`config.mk`:
```
export PLATFORM = sky130hd
export DESIGN_NAME = mem_port_arbiter
export DESIGN_NICKNAME = d
export VERILOG_FILES = /design/src/rtl/mem_arb_pkg.sv /design/src/rtl/mem_port_arbiter_rr_pick.sv /design/src/rtl/mem_port_arbiter.sv
export SDC_FILE = /design/constraint.sdc
export NUM_CORES = 1
export LEC_CHECK = 0
export ABC_AREA = 1
export CORE_MARGIN = 8
export CORE_UTILIZATION = 28
export DETAILED_ROUTE_END_ITERATION = 8
export PLACE_DENSITY = 0.92
export SLEW_MARGIN = 25
export SYNTH_ARGS = -nofsm -noshare
export SYNTH_HDL_FRONTEND = slang
export SYNTH_HIERARCHICAL = 1
export SYNTH_SLANG_ARGS = --single-unit
export TNS_END_PERCENT = 30
```
`constraint.sdc`:
```
create_clock -name clk -period 2.99 [get_ports clk]
set_clock_uncertainty 0.05 [all_clocks]
set_input_delay 0.299 -clock clk [delete_from_list [all_inputs] [get_ports clk]]
set_output_delay 0.299 -clock clk [all_outputs]
set_load 0.01 [all_outputs]
```
`src/rtl/mem_arb_pkg.sv`:
```
// Package: mem_arb_pkg
// Shared types and constants for the DRAM port arbiter.
//   arb_state_t      arbiter FSM state (IDLE, LOCKED)
//   DEFAULT_NUM_REQ  default number of requesting engines
//   DEFAULT_MAX_HOLD default watchdog hold limit in cycles
//   req_idx_w()      width of an engine index for a given engine count
package mem_arb_pkg;

    typedef enum logic {
        IDLE   = 1'b0,
        LOCKED = 1'b1
    } arb_state_t;

    localparam int unsigned DEFAULT_NUM_REQ  = 4;
    localparam int unsigned DEFAULT_MAX_HOLD = 1024;

    function automatic int unsigned req_idx_w(input int unsigned n);
        return (n < 2) ? 1 : $clog2(n);
    endfunction

endpackage

```
`src/rtl/mem_port_arbiter_rr_pick.sv`:
```
// Module: rr_pick
// Combinational round-robin picker: returns the first asserted request at or
// after ptr, wrapping from NUM_REQ-1 back to 0.
// Ports:
//   req   in   NUM_REQ   request vector
//   ptr   in   IDX_W     round-robin start index (must be < NUM_REQ)
//   pick  out  IDX_W     selected index (0 when nothing requests)
//   any   out  1         at least one request asserted
module rr_pick
    import mem_arb_pkg::*;
#(
    parameter int unsigned NUM_REQ = DEFAULT_NUM_REQ,
    parameter int unsigned IDX_W   = req_idx_w(NUM_REQ)
) (
    input  logic [NUM_REQ-1:0] req,
    input  logic [IDX_W-1:0]   ptr,
    output logic [IDX_W-1:0]   pick,
    output logic               any
);

    always_comb begin
        int unsigned idx;
        idx  = 0;
        pick = '0;
        any  = 1'b0;
        for (int unsigned k = 0; k < NUM_REQ; k++) begin
            idx = 32'(ptr) + k;
            if (idx >= NUM_REQ) begin
                idx = idx - NUM_REQ;
            end
            if (!any && req[IDX_W'(idx)]) begin
                any  = 1'b1;
                pick = IDX_W'(idx);
            end
        end
    end

endmodule

```
`src/rtl/mem_port_arbiter.sv`:
```
// Module: mem_port_arbiter
// Shares one byte-wide DRAM port between NUM_REQ engines. Round-robin choice
// with burst lock: the winner keeps the port while its req stays high; one
// dead cycle follows every release. Read responses (1-cycle latency) are
// routed back to the engine that issued the read.
// Optional feature: define MEM_ARB_WATCHDOG_EN to bound a lock to MAX_HOLD
// cycles and raise a sticky err when an owner is forcibly released.
// Ports:
//   clk, rst_n            clock, synchronous active-low reset
//   req_i/we_i            per-engine request / write enable
//   addr_i/wdata_i        per-engine address / write data, engine i at slice i
//   grant_o               one-hot grant (combinational)
//   rdata_o, valid_o      read data broadcast, per-engine read-data valid
//   mem_req/we/addr/wdata to DRAM
//   mem_rdata, mem_valid  from DRAM
//   busy                  port locked to an owner
//   err                   sticky watchdog error
module mem_port_arbiter
    import mem_arb_pkg::*;
#(
    parameter int unsigned NUM_REQ    = DEFAULT_NUM_REQ,
    parameter int unsigned ADDR_WIDTH = 24,
    parameter int unsigned DATA_WIDTH = 8,
    parameter int unsigned MAX_HOLD   = DEFAULT_MAX_HOLD
) (
    input  logic                             clk,
    input  logic                             rst_n,
    input  logic [NUM_REQ-1:0]               req_i,
    input  logic [NUM_REQ*ADDR_WIDTH-1:0]    addr_i,
    input  logic [NUM_REQ-1:0]               we_i,
    input  logic [NUM_REQ*DATA_WIDTH-1:0]    wdata_i,
    output logic [NUM_REQ-1:0]               grant_o,
    output logic [DATA_WIDTH-1:0]            rdata_o,
    output logic [NUM_REQ-1:0]               valid_o,
    output logic                             mem_req,
    output logic                             mem_we,
    output logic [ADDR_WIDTH-1:0]            mem_addr,
    output logic [DATA_WIDTH-1:0]            mem_wdata,
    input  logic [DATA_WIDTH-1:0]            mem_rdata,
    input  logic                             mem_valid,
    output logic                             busy,
    output logic                             err
);

    localparam int unsigned REQ_IDX_W = req_idx_w(NUM_REQ);

    arb_state_t           state, state_nxt;
    logic [REQ_IDX_W-1:0] owner, owner_nxt;
    logic [REQ_IDX_W-1:0] rr_ptr, rr_nxt;
    logic [REQ_IDX_W-1:0] resp_owner;
    logic                 resp_pend;
    logic [REQ_IDX_W-1:0] pick;
    logic                 any_req;
    logic [REQ_IDX_W-1:0] sel_idx;
    logic                 sel_valid;
    logic                 owner_req;
    logic                 wd_trip;

    function automatic logic [REQ_IDX_W-1:0] next_idx(input logic [REQ_IDX_W-1:0] i);
        if (i == REQ_IDX_W'(NUM_REQ - 1)) begin
            return '0;
        end
        return i + 1'b1;
    endfunction

    rr_pick #(
        .NUM_REQ (NUM_REQ),
        .IDX_W   (REQ_IDX_W)
    ) u_rr_pick (
        .req  (req_i),
        .ptr  (rr_ptr),
        .pick (pick),
        .any  (any_req)
    );

    assign owner_req = req_i[owner];

`ifdef MEM_ARB_WATCHDOG_EN
    localparam int unsigned HOLD_W = $clog2(MAX_HOLD + 1);

    logic [HOLD_W-1:0] hold_cnt;
    logic              err_q;

    assign wd_trip = (state == LOCKED) && owner_req && (hold_cnt == HOLD_W'(MAX_HOLD - 1));

    // Held at zero while IDLE so the first LOCKED cycle always counts from 0.
    always_ff @(posedge clk) begin
        if (!rst_n) begin
            hold_cnt <= '0;
            err_q    <= 1'b0;
        end else begin
            if (state == LOCKED) begin
                hold_cnt <= hold_cnt + 1'b1;
            end else begin
                hold_cnt <= '0;
            end
            if (wd_trip) begin
                err_q <= 1'b1;
            end
        end
    end

    assign err = err_q;
`else
    logic unused_max_hold;

    assign wd_trip         = 1'b0;
    assign err             = 1'b0;
    assign unused_max_hold = (MAX_HOLD != 0);
`endif

    // Next-state and selection. While rst_n is low nothing is granted, so a
    // burst in progress loses the port as soon as reset is applied.
    always_comb begin
        state_nxt = state;
        owner_nxt = owner;
        rr_nxt    = rr_ptr;
        sel_valid = 1'b0;
        sel_idx   = owner;
        case (state)
            IDLE: begin
                if (any_req) begin
                    sel_valid = 1'b1;
                    sel_idx   = pick;
                    owner_nxt = pick;
                    state_nxt = LOCKED;
                end
            end
            LOCKED: begin
                if (owner_req && !wd_trip) begin
                    sel_valid = 1'b1;
                end else begin
                    state_nxt = IDLE;
                    rr_nxt    = next_idx(owner);
                end
            end
            default: begin
                state_nxt = IDLE;
            end
        endcase
        if (!rst_n) begin
            sel_valid = 1'b0;
        end
    end

    always_comb begin
        grant_o   = '0;
        mem_we    = 1'b0;
        mem_addr  = '0;
        mem_wdata = '0;
        for (int unsigned i = 0; i < NUM_REQ; i++) begin
            if (sel_valid && (sel_idx == REQ_IDX_W'(i))) begin
                grant_o[i] = 1'b1;
                mem_we     = we_i[i];
                mem_addr   = addr_i[i*ADDR_WIDTH +: ADDR_WIDTH];
                mem_wdata  = wdata_i[i*DATA_WIDTH +: DATA_WIDTH];
            end
        end
    end

    assign mem_req = sel_valid;
    assign busy    = (state == LOCKED);
    assign rdata_o = mem_rdata;

    // Routing uses resp_owner, not owner, so a reply always returns to the
    // engine that issued the read even across a handover.
    always_comb begin
        valid_o = '0;
        for (int unsigned i = 0; i < NUM_REQ; i++) begin
            valid_o[i] = rst_n && mem_valid && resp_pend && (resp_owner == REQ_IDX_W'(i));
        end
    end

    always_ff @(posedge clk) begin
        if (!rst_n) begin
            state      <= IDLE;
            owner      <= '0;
            rr_ptr     <= '0;
            resp_owner <= '0;
            resp_pend  <= 1'b0;
        end else begin
            state  <= state_nxt;
            owner  <= owner_nxt;
            rr_ptr <= rr_nxt;
            if (mem_req && !mem_we) begin
                resp_owner <= sel_idx;
                resp_pend  <= 1'b1;
            end else begin
                resp_pend  <= 1'b0;
            end
        end
    end

endmodule

```
==> flow_metrics.py, run 1 <==
metrics = {
    "routing": {
        "viasPerCell": 4.906,
        "dr.pass1.iters": 4,
        "antenna_left": 0,
        "num_vias": 2934,
        "dr.first_iter.drc_count": 155,
        "post_drt_wl_per_cell_um": 17.08,
        "post-route-drc-count": 0,
        "drt_wl_total_um": 10220,
    },
    "layout": {
        "n_antenna_cell": 0,
        "syn_to_final_growth_pct": 123.3,
        "final_layout_size_suffix_gt1_frac": 0.2600,
        "nNetsFinal": 673,
        "final_util": 0.6475,
        "fillers": 478,
    },
    "sta": {
        "period_share": 0.9800,
        "period_needed_ns": 2.930,
        "final_hold_viol_count": 0,
        "rsz0062_at_grt": "true",
        "layout_setup_ws_ns": 0.05966,
        "slew_violations": 0,
        "fmax_mhz": 341.3,
        "whs_ns": 0.4654,
        "finalSetupViolCount": 0,
    },
    "logic_synthesis": {
        "syn-cell-area_mm2": 0.001727,
        "synth_xor_xnor_area_share": 0,
        "synth_top_area_cell": "nand2_1",
        "yosys-top-cells-count": "169 x nand2_1, 38 x nand4_1, 16 x nand2_2",
        "synth_top_area_frac": 0.3674,
        "dominantRegCellSynth": "dfxtp_1",
        "async_flop_share": 0,
        "yosysMostFrequentCell": "nand2_1",
        "ys_ff_latch": 8,
        "synthCells": 322,
        "synth_simple_gate_area_frac": 0.7210,
        "synthMuxAreaShare": 0,
        "syn_nets": 470,
        "synth_edf_count": 0,
        "synth_top_family_by_area": "simple AND/OR/NAND/NOR gates",
        "synth-compound-area-share": 0.01449,
        "synth_adder_area_share": 0.007246,
        "avgSynthCellArea_um2": 5.362,
        "synth.distinct_cells": 24,
        "synthTopCellsByArea": "nand2_1 37%, nand4_1 14%, dfxtp_1 9.3%",
        "ys_seq_area_frac": 0.09275,
        "yosys_warnings": 6,
    },
    "worst_setup_path": {
        "cp_max_fo": 7,
        "arrival_ns": 2.58,
        "worst_setup_path_end_kind": "output pin",
        "cp.required_ns": 2.64,
        "worst-setup-path-type": "register to output pin",
        "start_kind": "register",
    },
    "clock_tree": {
        "clk_pin_slew_worst_paths_ns": 0.04,
        "clock-sinks": 8,
        "cts-root-buf": "clkbuf_8",
        "clk_latency_ns": 0.23,
        "htreeDepth": 1,
        "cts_tree": "built",
        "clk_path_buf_depth": 2,
        "cts_buffers": 3,
    },
    "pwr": {
        "p_comb_frac": 0.907,
        "power_density_mw_per_mm2": 957.5,
        "p_int_mw": 1.803,
        "fin_total_pwr_mw": 3.692,
        "seqPwrFrac": 0.058,
        "vdd_drop_max_v": 0.0007869,
        "leakage_nw": 1.746,
        "clockPowerShare": 0.035,
        "power_switching_mw": 1.889,
        "p_sw_frac": 0.5117,
    },
    "floorplan": {
        "io_pins": 199,
        "die_h_um": 94.53,
        "die_w_um": 94.53,
        "dieArea_mm2": 0.008935,
        "initial_core_util": 0.2899,
        "fp-row-count": 28,
        "design.core.area_mm2": 0.005956,
    },
    "global_routing": {
        "grt_pass1_wl_um": 14080,
        "groute.usage.overall": 0.1983,
        "grt_max_degree": 29,
        "grt_antenna_before_repair": 0,
        "grt-ovfl-total": 0,
        "grt_pass1_vias": 2901,
    },
    "flow_run": {
        "drv_cap": 0,
    },
    "placed_design": {
        "gp_congestion": 0.9577,
        "numPortBuffers": 181,
        "pre_cts_ws_ns": -0.4127,
        "dp_hpwl_um": 8205,
    },
    "outcome": {
        "outcome": "finished, final reports clean",
    },
    "worst_hold_path": {
        "hp-class": "register to register",
    },
}
[final timing paths]
check                             start                    endpoint  slack, ns  depth (start not counted)
min reg2reg  resp_owner[0]$_SDFFE_PN0P_  resp_owner[0]$_SDFFE_PN0P_       0.47                          2
max reg2reg      rr_ptr[0]$_SDFFE_PN0P_  resp_owner[1]$_SDFFE_PN0P_       0.50                         19
max              rr_ptr[0]$_SDFFE_PN0P_                mem_addr[15]       0.06                         18
min          resp_owner[0]$_SDFFE_PN0P_  resp_owner[0]$_SDFFE_PN0P_       0.47                          2
[per-stage QoR]
| stage | cell area [um2] | std cells | TNS (ns) |
|---|---|---|---|
| 3_5_place_dp | 3690 | 583 | -13.44 |
| 2_1_floorplan | 1727 | 322 | 0 |
| 5_1_grt | 3856 | 598 | -0.9468 |
| 6_report | 3856 | 598 | 0 |
| 3_3_place_gp | 3690 | 583 | -8.841 |
| 4_1_cts | 3695 | 591 | 0 |
[logic make-up after synthesis]
family          Yosys count
flops                     8
simple gates            265
buf+inv                  42
fa+ha+maj                 1
compound gates            5
other cells               1
[registers in the layout, indices dropped and copies added (netlist names)]
signal,flops
busy,1
owner,2
resp_owner,2
resp_pend,1
rr_ptr,2
[metal layers]
layer	part of all wire	track usage
met1	0.37	0.2054
met2	0.51	0.3662
met3	0.089	0.05556
met4	0.030	0.08192
met5	0	0
[critical path: stages (launching register included)]
cell           delay [ns]
dfxtp_4              0.35
buf_6                0.14
nand2_2              0.06
nand2_2              0.07
nand2_2              0.07
nand2_2              0.07
nor2_4               0.14
nand3b_1             0.16
buf_4                0.19
nor2_2               0.15
nor2_4               0.07
nand2_2              0.10
inv_4                0.06
nand2_2              0.07
inv_4                0.05
buf_4                0.15
nand2_1              0.08
nand4_1              0.08
dlygate4sd2_1        0.29
[cells in the final DEF, fill, tap and decap left out, types with 2 or more instances in the layout]
master | netlist | final
clkdlybuf4s50_1 | 0 | 140
nor2_4 | 3 | 6
clkbuf_8 | 0 | 3
dlymetal6s2s_1 | 0 | 2
nor2_1 | 11 | 6
nand2_4 | 4 | 6
a21oi_1 | 3 | 3
inv_1 | 11 | 9
inv_2 | 5 | 5
nand3_2 | 3 | 3
nor2_2 | 1 | 3
nand4_1 | 38 | 38
buf_6 | 10 | 3
clkbuf_16 | 0 | 2
buf_4 | 9 | 29
nor3_1 | 4 | 4
dfxtp_1 | 8 | 6
buf_12 | 0 | 5
inv_4 | 4 | 6
nand3_1 | 11 | 10
nand2_1 | 169 | 153
dlygate4sd2_1 | 0 | 9
nand2_2 | 16 | 30
nand3b_1 | 3 | 3
clkbuf_2 | 0 | 6
buf_2 | 3 | 22
[cell type report]
class	instances	area, um2	area share
Timing Repair Buffer	220	2086	0.5409
Tap cell	75	93.84	0.02433
Inverter	20	90.09	0.02336
Clock buffer	3	41.29	0.01071
Multi-Input combinational cell	272	1380	0.3579
Sequential cell	8	165.2	0.04283
[power groups by stage]
stage / Combinational [mW] / Clock [mW] / Sequential (mW)
after floorplan: 1.63 / 0 / 0.196
after global placement: 3.25 / 0 / 0.202
after detailed placement: 3.31 / 0 / 0.205
after CTS: 3.09 / 0.131 / 0.205
after global routing: 3.60 / 0.138 / 0.221
final: 3.35 / 0.128 / 0.215
[timing repair]
action / CTS / global route
buffers inserted: 4 / 5
endpoints found under the setup margin: 37 / 38
pin swaps: 2 / 28
gates resized for setup: 122 / 43
cloned: 1 / 2
hold buffers: 0 / 0
(Power assumes the default switching activity.)
==> run 2: changes to the inputs <==
--- a/config.mk
+++ b/config.mk
@@ -9,7 +9,7 @@
 export CORE_MARGIN = 8
 export CORE_UTILIZATION = 28
 export DETAILED_ROUTE_END_ITERATION = 8
-export PLACE_DENSITY = 0.92
+export PLACE_DENSITY = 0.87
 export SLEW_MARGIN = 25
 export SYNTH_ARGS = -nofsm -noshare
 export SYNTH_HDL_FRONTEND = slang
==> flow_metrics.py, run 2 (synthesis gave the netlist of run 1 again) <==
metrics = {
    "placed_design": {
        "numPortBuffers": 181,
        "dp_hpwl_um": 8158,
        "postPlaceCellArea_mm2": 0.003742,
        "place_inst": 585,
        "gp_congestion": 0.9475,
        "pre_cts_ws_ns": -0.4023,
    },
    "layout": {
        "post-route-cell-area_mm2": 0.003714,
        "n_antenna_cell": 0,
        "mostFrequentLayoutCells": "167 x nand2_1, 140 x clkdlybuf4s50_1, 38 x nand4_1, 23 x buf_4, 18 x nand2_2",
        "layoutNonFillerInstCount": 591,
        "nNetsFinal": 666,
        "final_layout_size_suffix_gt1_frac": 0.2171,
        "final_common_cell": "nand2_1",
        "syn_to_final_growth_pct": 115.1,
        "reg_top3": "owner (2), resp_owner (2), rr_ptr (2)",
    },
    "clock_tree": {
        "cts-root-buf": "clkbuf_8",
        "cts_buffers": 3,
        "clock-sinks": 8,
        "clk_path_buf_depth": 2,
        "htreeDepth": 1,
        "clk_latency_ns": 0.22,
        "clk_pin_slew_worst_paths_ns": 0.04,
        "cts_tree": "built",
    },
    "outcome": {
        "outcome": "finished, final reports clean",
    },
    "worst_setup_path": {
        "cpPeakStageDelay_ns": 0.36,
        "worst-setup-path-type": "register to output pin",
        "worstPathCellList": "buf_12, nand2_1, nand2_4, nand2_2, nand2_2, nor2_4, nand3b_1, buf_4, buf_4, nor2_4, nor2_4, nand2_2, inv_4, nand2_2, inv_4, buf_12, nand2_1, nand4_1, dlygate4sd2_1",
        "path_delay_family": "simple AND/OR/NAND/NOR gates",
        "rr_startpoint": "rr_ptr[0]$_SDFFE_PN0P_",
        "crit_path_start": "rr_ptr[0]$_SDFFE_PN0P_",
        "path_common_cell": "nand2_2",
        "start_kind": "register",
        "arrival_ns": 2.58,
        "cp_num_buf_inv": 7,
        "cp_slowest_cell": "dfxtp_4",
        "worst_setup_path_end_kind": "output pin",
        "cp.required_ns": 2.64,
        "cp_max_fo": 19,
    },
    "pwr": {
        "power_density_mw_per_mm2": 906.6,
        "fin_total_pwr_mw": 3.367,
        "leakage_nw": 1.688,
        "vdd_drop_max_v": 0.0006305,
    },
    "flow_run": {
        "drv_cap": 0,
    },
    "routing": {
        "viasPerCell": 4.773,
        "post-route-drc-count": 0,
        "drt_wl_total_um": 9410,
        "antenna_left": 0,
        "dr.pass1.iters": 4,
        "post_drt_wl_per_cell_um": 15.92,
        "num_vias": 2821,
        "dr.first_iter.drc_count": 95,
    },
    "sta": {
        "period_needed_ns": 2.924,
        "finalSetupViolCount": 0,
        "period_share": 0.9780,
        "rsz0062_at_grt": "true",
        "fmax_mhz": 342.0,
        "final_hold_viol_count": 0,
        "fin_setup_tns_ns": 0,
        "slew_violations": 0,
        "layout_setup_ws_ns": 0.06588,
    },
    "global_routing": {
        "grt_max_degree": 22,
        "grt_pass1_vias": 2782,
        "grt_antenna_before_repair": 0,
        "grt_pass1_wl_um": 13550,
        "grt-ovfl-total": 0,
        "groute.usage.overall": 0.1859,
    },
    "floorplan": {
        "die_w_um": 94.53,
        "initial_core_util": 0.2899,
        "dieArea_mm2": 0.008935,
        "io_pins": 199,
        "design.core.area_mm2": 0.005956,
        "fp-row-count": 28,
        "die_h_um": 94.53,
    },
    "worst_hold_path": {
        "hp-class": "register to register",
        "hold_start": "resp_owner[0]$_SDFFE_PN0P_",
    },
}
==> run 2: cell types whose count changed in the layout (fill, tap and decap cells not counted), sizes merged <==
cell and change:
buf -14, clkbuf +8, dlygate4sd2 -3, dlymetal6s2s +2
==> run 2: cell type report <==
| cell class | instances | area (um2) |
|---|---|---|
| Sequential cell | 8 | 163.9 |
| Multi-Input combinational cell | 272 | 1328 |
| Fill cell | 535 | 2242 |
| Timing Repair Buffer | 213 | 1999 |
| Clock buffer | 3 | 41.29 |
| Inverter | 20 | 87.58 |
| Tap cell | 75 | 93.84 |
==> run 2: per-layer routing <==
layer	share of wire	wire [um]	track usage	vias up
met5	0	0	0	-
met4	0.017	161	0.04291	0
met3	0.089	838	0.04603	14
met2	0.52	4888	0.3633	135
met1	0.37	3521	0.1922	1252
li1	-	-	-	1420
==> run 2: timing repair <==
action	CTS	global route
buffers inserted	2	1
endpoints found under the setup margin	37	38
gates resized for setup	73	61
hold buffers	0	0
pin swaps	4	5
==> run 2: where the power goes <==
part | internal, mW | switching (mW) | leakage (nW)
combinational | 1.40 | 1.63 | 1.60
clock | 0.0869 | 0.0394 | 0.0216
sequential | 0.156 | 0.0551 | 0.0669
total | 1.64 | 1.72 | 1.69
==> run 2: worst reg2reg max path, stage by stage (launching register included) <==
cell and delay, ns:
dfxtp_4 0.36, buf_12 0.14, nand2_1 0.10, nand2_4 0.08
nand2_2 0.06, nand2_2 0.07, nor2_4 0.11, nand3b_1 0.11
buf_4 0.17, nand2_4 0.07, nand2_1 0.06, nand2_1 0.13
nor2_4 0.07, buf_4 0.13, nand4_1 0.11, nand4_2 0.12
buf_4 0.15, nor2_4 0.12, nand2_1 0.08, o21ai_1 0.07
==> run 2: path summary, 6_finish.rpt <==
check	endpoint	cells after the start	slack, ns
max	mem_addr[16]	19	0.07
max reg2reg	resp_owner[0]$_SDFFE_PN0P_	19	0.57
min reg2reg	resp_owner[0]$_SDFFE_PN0P_	2	0.45
min	resp_owner[0]$_SDFFE_PN0P_	2	0.45
==> run 2: stage by stage <==
| step | utilization | hold WS, ns |
|---|---|---|
| after floorplan | - | 0.3704 |
| after global placement | 0.6284 | 0.4354 |
| after detailed placement | 0.6284 | 0.4369 |
| after CTS | 0.6378 | 0.4489 |
| after global routing | 0.6235 | 0.4869 |
| final | 0.6235 | 0.4466 |
